===== src/rtl/lookup3_stream.sv =====
// Streaming Bob Jenkins lookup3 hasher (hashlittle / hashlittle2).
// Absorbs one 12-byte key word per cycle, then a one-cycle final mix.
module lookup3_stream #(
   parameter int LEN_W = 16,
   parameter int HASH2 = 0
) (
   input  logic             clk,
   input  logic             rst_n,
   input  logic             start_valid,
   output logic             start_ready,
   input  logic [LEN_W-1:0] key_len,
   input  logic [31:0]      seed_c,
   input  logic [31:0]      seed_b,
   input  logic             s_valid,
   output logic             s_ready,
   input  logic [95:0]      s_data,
   output logic             hash_valid,
   input  logic             hash_ready,
   output logic [31:0]      hash_c,
   output logic [31:0]      hash_b
);

   typedef enum logic [1:0] {
      IDLE   = 2'd0,
      ABSORB = 2'd1,
      FINAL  = 2'd2,
      OUT    = 2'd3
   } state_t;

   state_t           state_r, state_s;
   logic [31:0]      a_r, b_r, c_r;
   logic [31:0]      a_s, b_s, c_s;
   logic [LEN_W-1:0] rem_r, rem_s;
   logic [31:0]      hash_c_r, hash_c_s;
   logic [31:0]      hash_b_r, hash_b_s;

   logic [31:0]      init_s;
   logic [31:0]      cinit_s;
   logic [95:0]      add_s;
   logic [95:0]      mix_s;
   logic [95:0]      masked_s;
   logic [95:0]      fin_s;

   function automatic logic [31:0] rotl(input logic [31:0] x, input int unsigned n);
      return (x << n) | (x >> (32 - n));
   endfunction

   // Packed as {c, b, a}.
   function automatic logic [95:0] lk_mix(input logic [95:0] abc);
      logic [31:0] a, b, c;
      a = abc[31:0];
      b = abc[63:32];
      c = abc[95:64];
      a = a - c;  a = a ^ rotl(c, 4);  c = c + b;
      b = b - a;  b = b ^ rotl(a, 6);  a = a + c;
      c = c - b;  c = c ^ rotl(b, 8);  b = b + a;
      a = a - c;  a = a ^ rotl(c, 16); c = c + b;
      b = b - a;  b = b ^ rotl(a, 19); a = a + c;
      c = c - b;  c = c ^ rotl(b, 4);  b = b + a;
      return {c, b, a};
   endfunction

   function automatic logic [95:0] lk_final(input logic [95:0] abc);
      logic [31:0] a, b, c;
      a = abc[31:0];
      b = abc[63:32];
      c = abc[95:64];
      c = c ^ b;  c = c - rotl(b, 14);
      a = a ^ c;  a = a - rotl(c, 11);
      b = b ^ a;  b = b - rotl(a, 25);
      c = c ^ b;  c = c - rotl(b, 16);
      a = a ^ c;  a = a - rotl(c, 4);
      b = b ^ a;  b = b - rotl(a, 14);
      c = c ^ b;  c = c - rotl(b, 24);
      return {c, b, a};
   endfunction

   // Only called on the last word, where the remaining count is at most 12.
   function automatic logic [95:0] mask_key(input logic [95:0] d, input logic [3:0] n);
      logic [95:0] m;
      m = 96'd0;
      for (int i = 0; i < 12; i++) begin
         if (4'(i) < n) begin
            m[8*i +: 8] = d[8*i +: 8];
         end else begin
            m[8*i +: 8] = 8'd0;
         end
      end
      return m;
   endfunction

   assign init_s   = 32'hDEADBEEF + 32'(key_len) + seed_c;
   assign cinit_s  = (HASH2 != 0) ? (init_s + seed_b) : init_s;
   assign add_s    = {c_r + s_data[95:64], b_r + s_data[63:32], a_r + s_data[31:0]};
   assign mix_s    = lk_mix(add_s);
   assign masked_s = mask_key(s_data, rem_r[3:0]);
   assign fin_s    = lk_final({c_r, b_r, a_r});

   assign start_ready = (state_r == IDLE);
   assign s_ready     = (state_r == ABSORB);
   assign hash_valid  = (state_r == OUT);
   assign hash_c      = hash_c_r;
   assign hash_b      = hash_b_r;

   // Next-state and datapath update.
   always_comb begin
      state_s  = state_r;
      a_s      = a_r;
      b_s      = b_r;
      c_s      = c_r;
      rem_s    = rem_r;
      hash_c_s = hash_c_r;
      hash_b_s = hash_b_r;
      case (state_r)
         IDLE: begin
            if (start_valid) begin
               a_s   = init_s;
               b_s   = init_s;
               c_s   = cinit_s;
               rem_s = key_len;
               if (key_len == {LEN_W{1'b0}}) begin
                  hash_c_s = cinit_s;
                  hash_b_s = (HASH2 != 0) ? init_s : 32'd0;
                  state_s  = OUT;
               end else begin
                  state_s = ABSORB;
               end
            end else begin
               state_s = IDLE;
            end
         end
         ABSORB: begin
            if (s_valid) begin
               if (rem_r > LEN_W'(12)) begin
                  a_s   = mix_s[31:0];
                  b_s   = mix_s[63:32];
                  c_s   = mix_s[95:64];
                  rem_s = rem_r - LEN_W'(12);
               end else begin
                  a_s     = a_r + masked_s[31:0];
                  b_s     = b_r + masked_s[63:32];
                  c_s     = c_r + masked_s[95:64];
                  state_s = FINAL;
               end
            end else begin
               state_s = ABSORB;
            end
         end
         FINAL: begin
            hash_c_s = fin_s[95:64];
            hash_b_s = (HASH2 != 0) ? fin_s[63:32] : 32'd0;
            state_s  = OUT;
         end
         OUT: begin
            if (hash_ready) begin
               state_s = IDLE;
            end else begin
               state_s = OUT;
            end
         end
         default: begin
            state_s = IDLE;
         end
      endcase
   end

   // State and datapath registers.
   always_ff @(posedge clk or negedge rst_n) begin
      if (!rst_n) begin
         state_r  <= IDLE;
         a_r      <= 32'd0;
         b_r      <= 32'd0;
         c_r      <= 32'd0;
         rem_r    <= {LEN_W{1'b0}};
         hash_c_r <= 32'd0;
         hash_b_r <= 32'd0;
      end else begin
         state_r  <= state_s;
         a_r      <= a_s;
         b_r      <= b_s;
         c_r      <= c_s;
         rem_r    <= rem_s;
         hash_c_r <= hash_c_s;
         hash_b_r <= hash_b_s;
      end
   end

endmodule

===== config.mk =====
export PLATFORM = sky130hd
export DESIGN_NAME = lookup3_stream
export DESIGN_NICKNAME = d
export VERILOG_FILES = /design/src/rtl/lookup3_stream.sv
export SDC_FILE = /design/constraint.sdc
export NUM_CORES = 2
export LEC_CHECK = 0
export BUFFER_PORTS_ARGS = -buffer_cell sky130_fd_sc_hd__buf_4
export CAP_MARGIN = 5
export CORE_ASPECT_RATIO = 0.5
export CORE_MARGIN = 8
export CORE_UTILIZATION = 35
export CTS_BUF_LIST = sky130_fd_sc_hd__clkbuf_4 sky130_fd_sc_hd__clkbuf_8 sky130_fd_sc_hd__clkbuf_16
export DETAILED_ROUTE_END_ITERATION = 12
export SKIP_CTS_REPAIR_TIMING = 1
export SYNTH_ARGS = -nofsm -noshare
export SYNTH_HDL_FRONTEND = slang
export SYNTH_SLANG_ARGS = --single-unit

===== constraint.sdc =====
create_clock -name clk -period 24.7 [get_ports clk]
set_input_delay 2.47 -clock clk [delete_from_list [all_inputs] [get_ports clk]]
set_output_delay 2.47 -clock clk [all_outputs]
set_load 0.02 [all_outputs]

==> results.json <==
{
  "portBuffers": 183,
  "synth_edf_count": 0,
  "cts_root_buf": "clkbuf_16",
  "slowest_delay_ns": 1.00,
  "fillers": 14200,
  "fin_crit_sh": 0.964,
  "grt_first_pass_wirelength_microns": 277000,
  "relSlewSlack": 0.166,
  "hold_depth": 2,
  "core.rowCount": 96,
  "clockBufferDepth": 2,
  "clkSinkCount": 146,
  "whs_ns": 0.522,
  "numCtsBuffers": 17,
  "htreeDepth": 4,
  "wl_per_cell_microns": 22.7,
  "hp-class": "flop to flop",
  "yosys_warnings": 0,
  "drc_errors": 0,
  "viasPerCell": 5.46,
  "crit_slowest_cell": "o21ai_0",
  "layout.nets": 7615,
  "ys_ff_latch": 146,
  "drt_wl_total_microns": 191000,
  "crit_fanout": 8,
  "clkLatencyLatePin_ns": 0.47,
  "dieArea_sq_mm": 0.150,
  "synthCells": 6352,
  "area_growth_pct": 10.5,
  "grt_use_total": 0.243,
  "async_reset_ff_frac": 1.00,
  "synth_seq_area_share": 0.0759,
  "r2r_cells": 92,
  "synth.avg_cell_area_sq_um": 7.57,
  "ys.flop_type": "dfrtp_1",
  "first_global_vias": 43600,
  "drv_slew": 0,
  "syn_area_sq_mm": 0.0481,
  "crit_arrival_ns": 24.16,
  "skew_ns": 0.0167,
  "tightest_slew_ns": 1.24,
  "die_w_microns": 540,
  "drt_first_pass_iters": 6,
  "io_pins": 248,
  "synth_cell_type_count": 120,
  "clkTransAtPathRegs_ns": 0.08,
  "die_y_microns": 278,
  "grt-ovfl-total": 0,
  "end_kind": "flop",
  "start_util": 0.352,
  "cts_tree": "built",
  "required_ns": 25.05,
  "fin_crit_ns": 23.80,
  "drv_cap": 0,
  "hpwlAfterDp_microns": 169000,
  "antenna_found_initial": 5,
  "ant_nets": 0,
  "core_area_sq_mm": 0.137,
  "hold_viol_final": 0,
  "grt_max_degree": 86,
  "layout-drive-gt1-share": 0.0761,
  "vias": 46000,
  "status": "finished clean",
  "startpoint_type": "flop",
  "drtIter0Drc": 3962,
  "critPathKind": "flop to flop",
  "max_freq_mhz": 42.0,
  "gp_congestion": 1.01,
  "setup-violations-final": 0
}
layer usage:
| metal | share of wire | vias to the layer above | GRT usage |
|---|---|---|---|
| met5 | 0 | - | 0 |
| met4 | 0.059 | 0 | 0.119 |
| met3 | 0.064 | 320 | 0.0252 |
| met2 | 0.42 | 1438 | 0.382 |
| met1 | 0.45 | 21700 | 0.332 |
| li1 | - | 22600 | - |
logic make-up (layout without fill, tap and decap cells):
logic type	Yosys count	count (layout)	share of synthesized area
AOI/OAI and AO/OA	1970	1970	0.269
xor gates and xnor gates	1084	1084	0.204
adders and majority gates	843	843	0.227
buffers and inverters	915	1144	0.0745
DFF	146	146	0.0759
muxes	51	51	0.0109
other	1	35	0.0000779
and+or+nand+nor	1342	1342	0.138
worst paths after layout:
path,to,start,slack [ns]
worst max-delay path,hash_c[27],b_r[19],0.90
worst min-delay path,rem_r[10],rem_r[10],0.52
worst max register to register,hash_c[27],b_r[19],0.90
worst min register to register,rem_r[10],rem_r[10],0.52
max in group asynchronous,c_r[8],rst_n,21.26
min in group asynchronous,rem_r[14],rst_n,2.06
layout by cell type (no fill, tap or decap), types with 146 or more instances in the layout:
cell type | Yosys | routed
o21ai_0 | 391 | 370
a21oi_1 | 514 | 502
a21o_1 | 295 | 294
xnor2_1 | 794 | 784
nand2_1 | 360 | 360
ha_1 | 781 | 781
o21bai_1 | 225 | 225
nor2_1 | 299 | 299
xor2_1 | 263 | 262
buf_4 | 32 | 342
inv_1 | 766 | 765
dfrtp_1 | 146 | 146
sequential cells by signal, summed over array words and instances, names as in the netlist:
register and cells:
state_r 2, b_r 32, a_r 32, hash_c 32, c_r 32, rem_r 16
layout make-up:
class                           count  area, sq um  area share
Multi-Input combinational cell   5322        41200       0.774
Sequential cell                   146         3650      0.0687
Inverter                          767         2880      0.0541
Antenna cell                        3         7.51    0.000141
Clock inverter                     14          144     0.00271
Timing Repair Buffer              345         2620      0.0493
Clock buffer                       18          433     0.00814
Tap cell                         1813         2270      0.0427
Yosys cell counts, types with 41 or more instances:
| library cell | n | share of area |
|---|---|---|
| a21o_1 | 295 | 0.046 |
| mux2i_1 | 41 | 0.0085 |
| xor2_1 | 263 | 0.048 |
| o31ai_1 | 62 | 0.0097 |
| a211oi_1 | 67 | 0.010 |
| nand3_1 | 71 | 0.0074 |
| nor2_1 | 299 | 0.023 |
| and2_1 | 112 | 0.015 |
| dfrtp_1 | 146 | 0.076 |
| xnor2_1 | 794 | 0.14 |
| nor3_1 | 109 | 0.011 |
| nand2_1 | 360 | 0.028 |
| o21bai_1 | 225 | 0.035 |
| o21ai_0 | 391 | 0.041 |
| clkbuf_1 | 90 | 0.0070 |
| fa_1 | 54 | 0.022 |
| ha_1 | 781 | 0.20 |
| inv_1 | 766 | 0.060 |
| o21a_1 | 82 | 0.013 |
| a21boi_0 | 85 | 0.013 |
| nand2b_1 | 90 | 0.012 |
| a21oi_1 | 514 | 0.053 |
| or3_1 | 52 | 0.0068 |
| nor2b_1 | 91 | 0.012 |
critical path: cells and delay by family, from the launching register on:
family | cells | cell delay [ns]
buffers and inverters | 4 | 0.40
flip-flops | 1 | 0.76
AO/OA/AOI/OAI | 55 | 13.03
adder cells (fa/ha/maj) | 9 | 3.08
AND/OR/NAND/NOR | 15 | 2.67
multiplexers | 1 | 0.18
XOR/XNOR | 8 | 3.54
through the flow:
stage                     cells  utilization  area (sq um)   TNS (ns)  setup slack [ns]
after floorplan            6383            -         48200          0              3.11
after global placement     8392        0.383         52500          0             0.164
after detailed placement   8392        0.383         52500          0            0.0236
after CTS                  8424        0.388         53000          0             0.430
after global routing       8426        0.389         53200  -0.000439         -0.000439
final                      8428        0.389         53200          0             0.898
Power is not shown: default switching activity piles up to over one toggle a cycle in this logic, so the estimate is an artifact.
